**src/rtl/cpu_bus_arbiter.sv**
```systemverilog
// Arbitrates CPU instruction-fetch and data accesses onto one shared memory bus.
// Data access goes first; the CPU is stalled until both are served, then released for one cycle.
module cpu_bus_arbiter #(
  parameter int unsigned DATA_SIZE = 32
) (
  input  logic                 clk,
  input  logic                 rst,
  input  logic                 im_read_mem,
  input  logic [31:0]          im_addr,
  output logic [DATA_SIZE-1:0] im_dataout,
  input  logic                 dm_read_mem,
  input  logic                 dm_write_mem,
  input  logic [31:0]          dm_addr,
  input  logic [DATA_SIZE-1:0] dm_datain,
  input  logic [3:0]           dm_web,
  output logic [DATA_SIZE-1:0] dm_dataout,
  output logic                 bus_stall,
  output logic                 m_req,
  output logic                 m_write,
  output logic [31:0]          m_addr,
  output logic [DATA_SIZE-1:0] m_wdata,
  output logic [3:0]           m_wstrb,
  input  logic                 m_gnt,
  input  logic                 m_done,
  input  logic [DATA_SIZE-1:0] m_rdata
);

  typedef enum logic [2:0] {
    StIdle,
    StDmReq,
    StDmWait,
    StImReq,
    StImWait,
    StDone
  } state_e;

  state_e state_q, state_d;

  logic [31:0]          im_addr_q, dm_addr_q;
  logic [DATA_SIZE-1:0] dm_wdata_q;
  logic [3:0]           dm_wstrb_q;
  logic                 dm_write_q, im_pend_q;
  logic [DATA_SIZE-1:0] im_data_q, dm_data_q;

  logic dm_is_write, dm_pend, any_pend, latch_en;

  // A write with every byte disabled is no access at all.
  assign dm_is_write = dm_write_mem & (dm_web != 4'b1111);
  assign dm_pend     = dm_read_mem | dm_is_write;
  assign any_pend    = dm_pend | im_read_mem;

  always_comb begin
    state_d  = state_q;
    latch_en = 1'b0;
    unique case (state_q)
      StIdle: begin
        if (any_pend) begin
          latch_en = 1'b1;
          state_d  = dm_pend ? StDmReq : StImReq;
        end
      end
      StDmReq:  if (m_gnt) state_d = StDmWait;
      StDmWait: if (m_done) state_d = im_pend_q ? StImReq : StDone;
      StImReq:  if (m_gnt) state_d = StImWait;
      StImWait: if (m_done) state_d = StDone;
      StDone:   state_d = StIdle;
      default:  state_d = StIdle;
    endcase
  end

  always_comb begin
    m_req     = 1'b0;
    m_write   = 1'b0;
    m_addr    = '0;
    m_wdata   = '0;
    m_wstrb   = 4'b0000;
    bus_stall = 1'b1;
    unique case (state_q)
      StIdle: bus_stall = any_pend;
      StDmReq: begin
        m_req   = 1'b1;
        m_write = dm_write_q;
        m_addr  = dm_addr_q;
        m_wdata = dm_wdata_q;
        m_wstrb = dm_wstrb_q;
      end
      StImReq: begin
        m_req  = 1'b1;
        m_addr = im_addr_q;
      end
      StDone:  bus_stall = 1'b0;
      default: bus_stall = 1'b1;
    endcase
    // Reset forces the state to idle, but pending request lines must not stall the CPU.
    if (rst) bus_stall = 1'b0;
  end

  always_ff @(posedge clk or posedge rst) begin
    if (rst) begin
      state_q    <= StIdle;
      im_addr_q  <= '0;
      dm_addr_q  <= '0;
      dm_wdata_q <= '0;
      dm_wstrb_q <= 4'b0000;
      dm_write_q <= 1'b0;
      im_pend_q  <= 1'b0;
      im_data_q  <= '0;
      dm_data_q  <= '0;
    end else begin
      state_q <= state_d;
      if (latch_en) begin
        im_addr_q  <= im_addr;
        dm_addr_q  <= dm_addr;
        dm_wdata_q <= dm_datain;
        dm_wstrb_q <= ~dm_web;
        dm_write_q <= dm_is_write;
        im_pend_q  <= im_read_mem;
      end
      if ((state_q == StDmWait) && m_done && !dm_write_q) dm_data_q <= m_rdata;
      if ((state_q == StImWait) && m_done) im_data_q <= m_rdata;
    end
  end

  assign im_dataout = im_data_q;
  assign dm_dataout = dm_data_q;

endmodule

```
**config.mk**
```make
export PLATFORM = sky130hd
export DESIGN_NAME = cpu_bus_arbiter
export DESIGN_NICKNAME = d
export VERILOG_FILES = /design/src/rtl/cpu_bus_arbiter.sv
export SDC_FILE = /design/constraint.sdc
export NUM_CORES = 1
export LEC_CHECK = 0
export ABC_AREA = 1
export BUFFER_PORTS_ARGS = -buffer_cell sky130_fd_sc_hd__buf_2
export CORE_MARGIN = 8
export CORE_UTILIZATION = 45
export DETAILED_ROUTE_END_ITERATION = 8
export PLACE_DENSITY = 0.77
export SETUP_SLACK_MARGIN = 0.15
export SLEW_MARGIN = 25
export SYNTH_ARGS = -nofsm -noshare
export SYNTH_HDL_FRONTEND = slang
export SYNTH_SLANG_ARGS = --single-unit
export TNS_END_PERCENT = 1
```
**constraint.sdc**
```tcl
create_clock -name clk -period 6.3 [get_ports clk]
set_input_delay 1.26 -clock clk [delete_from_list [all_inputs] [get_ports clk]]
set_output_delay 1.26 -clock clk [all_outputs]
set_load 0.03 [all_outputs]
```
# == Yosys cells after proc, flatten, opt, wreduce, memory -nomap -nowiden ==
# Index checks and enable logic that the tools add are counted.
# word_totals
regBits,169
latchBits,0
ram_bits,0
mem_bits_ro,0
output_inout_bits,135
mem_count,0
# classes
add_sub_neg,0
mul,0
div,0
order_cmp,0
eq_ne,11
n_shift,0
mux,17
bitwise_logic,4
n_reduce_logical,7
# ops
op,n
32-bit one-hot mux with 2 select lines,1
32-bit 2-to-1 mux,1
3-bit 2-to-1 mux,6
3-bit one-hot mux with 5 select lines,1
"2-bit inequality test, second input constant",5
"3-bit by 2-bit equality test with 1-bit output, second input constant",2
"3-bit equality test, second input constant",2
1-bit 2-to-1 mux,5
5-bit AND reduction,1
4-bit 2-to-1 mux,1
"4-bit inequality test, second input constant",1
4-bit NOT,1
"3-bit by 1-bit equality test with 1-bit output, second input constant",1
1-bit logical AND,3
3-bit zero test,1
2-bit 2-to-1 mux,1
1-bit OR,2
1-bit one-hot mux with 2 select lines,1
2-bit OR reduction,1
1-bit AND,1
1-bit zero test,1

# == Depth between registers and ports, before layout ==
# Gate-level depths: netlist of the first run.
# depth
word_depth,6
mapped_depth,8
depth_no_buf,7

# == Least setup slack after synthesis of the first run ==
# No wires, ideal clock.
# synth_path
kind,input to output
from,input port rst
to,output port bus_stall
arrival_time_ns,5.306
required_ns,5.040
slack_ns,-0.266
stages,3
path_cell_list,inv_1 -> nand3_1 -> inv_1
# synth_between
elab_chain_cells,1
# synth_rtl
item,line_no,text
"start, declared",7,"input logic rst,"
1-bit 2-to-1 mux,95,if (rst) bus_stall = 1'b0;
"end, declared",17,"output logic bus_stall,"
# Every way passes these cells.

# == Worst setup path after layout of the first run ==
# layout_path
from,register state_q[2]
to,output port m_wdata[22]
# layout_between
elab_chain_cells,2
# layout_rtl
item,line_no,text
"start, declared",37,"state_e state_q, state_d;"
"start signal, assigned",100,state_q <= StIdle;
"start signal, assigned",110,state_q <= state_d;
3-bit by 1-bit equality test with 1-bit output,78,unique case (state_q)
32-bit 2-to-1 mux,78,
"end, declared",21,"output logic [DATA_SIZE-1:0] m_wdata,"
# Every way passes these cells.

==> impl_metrics.toml, run 1 <==
[placed_design]
gp_congestion = 0.829
place_ws_ns = 2.69
port_buffers = 273
dp_hpwl_mm = 14.6

[die]
die_y_um = 144
pin_count = 274
core_area_sq_um = 16300
die_w_um = 144
dieArea_sq_um = 20800
initial_core_util = 0.453
row_count = 47

[power]
irDropWorstVdd_v = 0.000310
power_density_nw_per_um2 = 577
leakage_nw = 5.52

[timing]
slew_headroom = 0.317
finalMaxSlewViolations = 0
rsz0062_at_grt = "false"
finalCriticalPeriod_ns = 4.10
post-route-period-util = 0.651
hold_viol_final = 0
finClkSkew_ns = 0.00924
max_slew.worst_pin.slew_ns = 1.02
max_freq_mhz = 244
fin_ws_ns = 2.20
setup_viol = 0
fin_tns_setup_ns = 0

[grt]
antenna_found_initial = 3
grt_pass1_wl_mm = 34.1
grt_start_max_net_pins = 99
overflow = 0
grt_pass1_vias = 6698
track_usage = 0.209

[layout]
syn_to_final_growth_pct = 27.6
drive_above_1_share = 0.279
final_util = 0.578
fin_nets = 1288
final_cell_mix = "nand2_1, buf_2, dfrtp_1, nand3_1, inv_1"
layout.cells.most_common = "nand2_1"
diodes = 0

[route]
via_count = 6732
vias_per_cell = 4.87
post_drt_wl_per_cell_um = 15.5
ant_nets = 0
routed_wl_mm = 21.4
initialDrtViolationCount = 553
drc = 0
dr.pass1.iters = 5

[synthesis]
yosysSeqAreaShare = 0.573
syn_inst = 906
synth.avg_cell_area_sq_um = 8.15
yosysWarningCount = 0
synth_seq_cells = 169
ys_types = 20
synth_area_sq_um = 7380
syn-num-nets = 1045

[run]
maxCapViolCount = 0

[critical_path]
critPathKind = "register to output port"
cp.required_ns = 5.04
path_max_fanout = 37
arrival_ns = 2.84
end_kind = "output port"
cp-start-kind = "register"

[outcome]
outcome = "completed"

[clock_network]
clk_path_buf_depth = 2
cts_hold_buf = 0
cts_resized = 0
clkSinkCount = 169
cts-buffers-inserted = 17
cts_max_level = 4
clk_latency_ns = 0.43
tritoncts = "done"
cts.clk_slew.worst_paths_ns = 0.07
postCtsSetupBuffers = 0
cts_root_buf = "clkbuf_16"

[hold_path]
hold_path.class = "register to register"
-- final cells by class --
type | count | area (sq um)
timing repair buffer | 282 | 1450
clock buffer | 17 | 425
multi-input combinational | 600 | 2580
inverter | 79 | 300
sequential | 169 | 4230
clock inverter | 15 | 160
tap | 220 | 275
fill | 1548 | 6870
-- report_power, final --
group | switching, mW | internal (mW)
Clock | 0.475 | 0.562
Sequential | 0.279 | 1.60
Combinational | 1.82 | 0.700
Total | 2.58 | 2.86
-- registers in the layout, indices dropped and copies added (netlist names) --
signal and cells:
dm_addr_q 32, dm_dataout 32, dm_wdata_q 32, dm_write_q 1, dm_wstrb_q 4, im_addr_q 32, im_dataout 32, im_pend_q 1
state_q 3
-- path summary, 6_finish.rpt --
path | slack [ns] | startpoint | to | cells past startpoint
worst max-delay path | 2.20 | state_q[2]$_DFFE_PP0P_ | m_wdata[22] | 6
worst min-delay path | 0.47 | dm_wdata_q[8]$_DFFE_PP0P_ | dm_wdata_q[8]$_DFFE_PP0P_ | 2
worst max register to register | 4.16 | state_q[1]$_DFFE_PP0P_ | dm_addr_q[6]$_DFFE_PP0P_ | 6
worst min register to register | 0.47 | dm_wdata_q[8]$_DFFE_PP0P_ | dm_wdata_q[8]$_DFFE_PP0P_ | 2
max in group asynchronous | 4.15 | rst | dm_wdata_q[26]$_DFFE_PP0P_ | 3
min in group asynchronous | 0.87 | rst | dm_addr_q[4]$_DFFE_PP0P_ | 2
-- metrics by stage --
step	std cells	area, sq um	power [mW]	hold WS (ns)
2_1_floorplan	906	7390	3.71	0.442
6_report	1382	9420	5.44	0.471
3_5_place_dp	1349	8800	4.42	0.458
5_1_grt	1382	9420	5.84	0.484
4_1_cts	1381	9390	5.47	0.475
3_3_place_gp	1349	8800	4.35	0.454
-- metal layers --
metal	global-route usage	wire, um	vias to the layer above
met5	0	34	-
met4	0.0847	463	6
met3	0.0697	1750	38
met2	0.336	10500	232
met1	0.253	8580	3142
li1	-	-	3314
-- cell usage after synthesis, drive strengths merged --
library cell | n | area, sq um
nand2 | 343 | 1290
dfrtp | 169 | 4230
nand3 | 136 | 691
inv | 79 | 297
o21ai | 71 | 359
nor2 | 45 | 176
buf | 42 | 244
clkbuf | 16 | 60.1
a21oi | 2 | 10.0
nand4 | 2 | 18.8
nor3 | 1 | 10.0
-- kinds of logic (layout without fill, tap and decap cells) --
logic type | Yosys count | count (layout) | share of synthesized area
AND/OR/NAND/NOR | 527 | 527 | 0.296
flip-flops | 169 | 169 | 0.573
buffers and inverters | 137 | 393 | 0.0813
AO/OA/AOI/OAI | 73 | 73 | 0.0500
-- critical path, stage by stage (launching register included) --
cell and delay, ns:
dfrtp_1 0.49, inv_1 0.14, nand2_1 0.15, nor2_4 0.69, inv_2 0.48, nor2_1 0.20
buf_2 0.23
Note: power is estimated with default switching activity, not from simulation.
==> run 2, diff against run 1 <==
ABC_AREA = 0   (was 1)
PLACE_DENSITY = 0.76   (was 0.77)
clock period = 3.6 ns   (was 6.3 ns; I/O delays follow)
==> run 2 against run 1 <==
- sequential cell count is the same
- clock skew grew 0.012 ns
- setup slack got worse by 1.5 ns
- cell count down 27%
- critical endpoint is now bus_stall
==> impl_metrics.toml, run 2 <==
[synthesis]
synthMostInstantiatedCell = "dfrtp_1"
ys_types = 33
synth_seq_cells = 169
yosys.area.top_type = "dfrtp_1"
synth.area.top_cells = "dfrtp_1, mux2_4, mux2_2"
syn-num-nets = 647
synth_common_cells = "dfrtp_1, mux2_4, mux2_2"
syn_inst = 508
synthArstFlopShare = 1.00
ys.flop_type = "dfrtp_1"
synth_top_area_frac = 0.555
yosysSeqAreaShare = 0.555
synth_edf_count = 0
synth.avg_cell_area_sq_um = 15.0
synth_area_sq_um = 7610
yosysWarningCount = 0

[grt]
grt-busiest-layer = "met2"
overflow = 0
grt_pass1_wl_mm = 30.1
antenna_found_initial = 1
track_usage = 0.175
use_met1 = 0.212
grt_use_met3 = 0.0763
grt_pass1_vias = 5601
use_met2 = 0.279
grt_start_max_net_pins = 95

[hold_path]
hold_path.class = "input port to asynchronous set/reset pin"

[clock_network]
cts_resized = 0
cts_root_buf = "clkbuf_16"
tritoncts = "done"
postCtsSetupBuffers = 0
cts_hold_buf = 0
cts.clk_slew.worst_paths_ns = 0.07
clk_path_buf_depth = 2
cts_max_level = 4
clk_latency_ns = 0.42
cts-buffers-inserted = 17
clkSinkCount = 169

[power]
switching_power_mw = 4.28
p_int_mw = 6.25
pwr-share-seq = 0.331
leakage_nw = 4.90
power_frac_comb = 0.496
clkPwrFrac = 0.173
irDropWorstVdd_v = 0.000509
power_density_nw_per_um2 = 1090
netSwitchingFraction = 0.407

[critical_path]
cp_num_cells = 4
r2r_cells = 5
cpLargestDelayFamily = "flip-flops"
cp-start-kind = "register"
critPathKind = "register to output port"
path_cells = "buf_4 > nor3_1 > a311oi_1 > buf_2"
end_kind = "output port"
path_max_fanout = 21
path_buf_inv = 2
slowest_stage = "dfrtp_2"
cp.required_ns = 2.88
max_stage_delay_ns = 0.75
arrival_ns = 2.18

[timing]
max_slew.worst_pin.slew_ns = 0.602
post-route-period-util = 0.805
hold_viol_final = 0
rsz0062_at_grt = "false"
fin_tns_setup_ns = 0
finalCriticalPeriod_ns = 2.90
fin_ws_ns = 0.702
setup_viol = 0
slew_headroom = 0.598
finalMaxSlewViolations = 0
finClkSkew_ns = 0.0209
max_freq_mhz = 345
hold_ws_ns = 0.460

[placed_design]
dp_hpwl_mm = 13.8
dpl-instance-area_sq_um = 9090
gp_congestion = 0.787
place_ws_ns = 1.09
port_buffers = 273

[layout]
diodes = 0
regArea_sq_um = 4230
fin_nets = 920
design_area_sq_um = 9680
drive_above_1_share = 0.606
multiInputGateArea_sq_um = 3060
final_cell_mix = "buf_2, dfrtp_1, mux2_4, mux2_2, nor2_1"
syn_to_final_growth_pct = 27.2
layout.cells.most_common = "buf_2"
fillers = 1349

[route]
ant_nets = 0
post_drt_wl_per_cell_um = 18.4
drc = 0
dr.pass1.iters = 4
routed_wl_mm = 18.6
initialDrtViolationCount = 144
via_count = 5015
vias_per_cell = 4.95

[die]
dieArea_sq_um = 21300
die_w_um = 146
row_count = 47
pin_count = 274
initial_core_util = 0.459
die_y_um = 146
core_area_sq_um = 16600

[run]
maxCapViolCount = 0

[outcome]
outcome = "completed"
-- run 2: cell count changes after synthesis, sizes merged, moves of 4 or more --
cell	change
nand2	-338
o21ai	-68
mux2	+160
buf	-18
nor2	-8
nand3	-136
nor3	+5
inv	-73
and2	+34
clkbuf	-8
mux2i	+36
nand2b	+4
-- run 2: area by class of cell --
| cell class | count | area share |
|---|---|---|
| sequential | 169 | 0.437 |
| tap | 220 | 0.0284 |
| clock buffer | 17 | 0.0439 |
| multi-input combinational | 301 | 0.316 |
| timing repair buffer | 286 | 0.155 |
| clock inverter | 15 | 0.0169 |
| inverter | 6 | 0.00271 |
-- run 2: power by group through the flow --
stage	Combinational, mW	Clock [mW]	Sequential, mW
CTS	5.29	1.88	3.50
floorplan	3.59	0	4.01
finish	5.23	1.82	3.48
detailed placement	5.29	0	3.50
global placement	5.18	0	3.49
global route	5.57	1.96	3.61
-- run 2: worst paths after layout --
path                                            startpoint                         end  slack [ns]
min in group clk                dm_dataout[23]$_DFFE_PP0P_  dm_dataout[23]$_DFFE_PP0P_        0.48
worst min register to register  dm_dataout[23]$_DFFE_PP0P_  dm_dataout[23]$_DFFE_PP0P_        0.48
worst max-delay path                state_q[1]$_DFFE_PP0P_                   bus_stall        0.70
worst min-delay path                                   rst   dm_wdata_q[8]$_DFFE_PP0P_        0.46
worst max register to register      state_q[1]$_DFFE_PP0P_   dm_dataout[8]$_DFFE_PP0P_        1.24
max in group asynchronous                              rst  im_dataout[15]$_DFFE_PP0P_        2.70
-- run 2: cells by family (layout without fill, tap and decap cells) --
logic type,count (synthesis),count (layout),synth area share
buffers and inverters,38,324,0.0434
muxes,196,196,0.326
xor gates and xnor gates,1,1,0.00115
AOI/OAI and AO/OA,13,13,0.0128
DFF,169,169,0.555
and+or+nand+nor,91,91,0.0613
-- run 2: layer usage --
metal  wire length, um  vias up
met4               184        2
met5                13        -
met2              8680      194
met3              1590       18
li1                  -     2308
met1              8160     2493
-- run 2: tightest hold or removal path, stage by stage --
cell and delay, ns:
buf_2 0.12, clkinvlp_4 0.10, buf_12 0.34
-- run 2: stage by stage --
stage | std cells | total power [mW] | utilization
2_1_floorplan | 508 | 7.59 | -
3_3_place_gp | 982 | 8.67 | 0.548
3_5_place_dp | 982 | 8.79 | 0.548
4_1_cts | 1014 | 10.7 | 0.584
5_1_grt | 1014 | 11.1 | 0.584
6_report | 1014 | 10.5 | 0.584
==> run 3, diff against run 2 <==
ABC_AREA = 1   (was 0)
PLACE_DENSITY = 0.77   (was 0.76)
clock period = 2.4 ns   (was 3.6 ns; I/O delays follow)
==> run 3 against run 2 <==
- critical path depth grew 3
- count of clock-buffer cells in the layout stayed put
- via count grew 35%
- non-clock buffer count grew 7
- power rose by 41%
- clock power rose by 50%
- sequential power increased by 43%
- combinational power increased by 36%
- clock skew fell by 0.0093 ns
- largest cell class unchanged
- largest power group unchanged
==> impl_metrics.toml, run 3 (synthesis results as in run 1) <==
[timing]
max_freq_mhz = 459
finalCriticalPeriod_ns = 2.18
post-route-period-util = 0.908
rsz0062_at_grt = "true"
finClkSkew_ns = 0.0116
finalMaxSlewViolations = 0
setup_viol = 0
fin_tns_setup_ns = 0
slew_headroom = 0.378
max_slew.worst_pin.slew_ns = 0.932
hold_viol_final = 0

[critical_path]
end_kind = "output port"
path_max_fanout = 17
critPathKind = "register to output port"
cp.required_ns = 1.92
cp-start-kind = "register"
arrival_ns = 1.70

[placed_design]
gp_congestion = 0.822
dpl.cell_count = 1355
port_buffers = 273
dpl-instance-area_sq_um = 8940
dp_hpwl_mm = 14.9

[outcome]
outcome = "completed"

[clock_network]
tritoncts = "done"
cts_root_buf = "clkbuf_16"
clk_latency_ns = 0.43
cts_max_level = 4
clkSinkCount = 169
cts-buffers-inserted = 17
cts_hold_buf = 0
cts.clk_slew.worst_paths_ns = 0.07
clk_path_buf_depth = 2

[layout]
regArea_sq_um = 4230
layout.cells.most_common = "nand2_1"
fin_nets = 1299
multiInputGateArea_sq_um = 2580
fillers = 1485
fin_cells = 1396
syn_to_final_growth_pct = 32.0
design_area_sq_um = 9750
drive_above_1_share = 0.290
final_util = 0.598
final_cell_mix = "nand2_1, buf_2, dfrtp_1, nand3_1, inv_1"

[power]
leakage_nw = 5.64
power_density_nw_per_um2 = 1520
irDropWorstVdd_v = 0.000785

[grt]
grt_pass1_wl_mm = 35.4
grt_start_max_net_pins = 170
track_usage = 0.217
grt_pass1_vias = 7011
antenna_found_initial = 4
overflow = 0

[die]
die_w_um = 144
initial_core_util = 0.453
die_y_um = 144
row_count = 47
core_area_sq_um = 16300
pin_count = 274
dieArea_sq_um = 20800

[route]
drc = 0
ant_nets = 0
dr.pass1.iters = 5
via_count = 6754
vias_per_cell = 4.84
routed_wl_mm = 21.8
post_drt_wl_per_cell_um = 15.6
initialDrtViolationCount = 446

[hold_path]
hold_path.class = "input port to register"

[run]
maxCapViolCount = 0
run 3: power breakdown:
group | internal, mW | switching [mW] | leakage, nW
clock network | 1.41 | 1.32 | 0.293
registers | 4.20 | 0.762 | 2.10
logic | 2.27 | 4.85 | 3.24
run 3: repair_timing:
action | in CTS | in global routing
resized for setup | 28 | 16
pin swaps | 1 | 2
gates cloned | 2 | 0
buffers inserted | 3 | 1
endpoints found under the setup margin | 70 | 70
run 3: final timing paths:
check,from,end,slack (ns),cells after the start
min reg2reg,dm_wdata_q[16]$_DFFE_PP0P_,dm_wdata_q[16]$_DFFE_PP0P_,0.47,2
max in group asynchronous,rst,dm_wdata_q[10]$_DFFE_PP0P_,1.35,3
max,state_q[0]$_DFFE_PP0P_,m_addr[19],0.22,7
min in group asynchronous,rst,state_q[2]$_DFFE_PP0P_,0.32,3
max reg2reg,state_q[2]$_DFFE_PP0P_,dm_wstrb_q[2]$_DFFE_PP0P_,0.59,7
min,dm_web[3],dm_wstrb_q[3]$_DFFE_PP0P_,0.26,2
run 3: metal layers:
layer,up-vias,global-route usage,share of wire
met5,-,0,0.0011
met4,4,0.113,0.037
met3,53,0.0667,0.082
met2,249,0.355,0.49
met1,3108,0.252,0.39
li1,3340,-,-
run 3: layout make-up:
| cell class | instances | share of cell area |
|---|---|---|
| antenna | 3 | 0.000770 |
| clock buffer | 17 | 0.0436 |
| clock inverter | 15 | 0.0176 |
| inverter | 79 | 0.0316 |
| multi-input combinational | 600 | 0.265 |
| sequential | 169 | 0.434 |
| tap | 220 | 0.0282 |
| timing repair buffer | 293 | 0.179 |
run 3: critical path, cell delays in order (launching register included):
cell	delay (ns)
dfrtp_2	0.45
nand2_2	0.11
nor2_4	0.12
buf_12	0.13
buf_12	0.14
nand2_1	0.06
nand2_1	0.07
clkbuf_4	0.19
run 3: per-stage QoR:
stage | total power [mW] | setup slack (ns) | hold WS [ns]
3_5_place_dp | 11.8 | 0.278 | 0.458
6_report | 14.8 | 0.220 | 0.262
5_1_grt | 15.9 | 0.0977 | 0.274
3_3_place_gp | 11.6 | 0.333 | 0.454
2_1_floorplan | 9.74 | -1.51 | 0.442
4_1_cts | 14.9 | 0.120 | 0.243
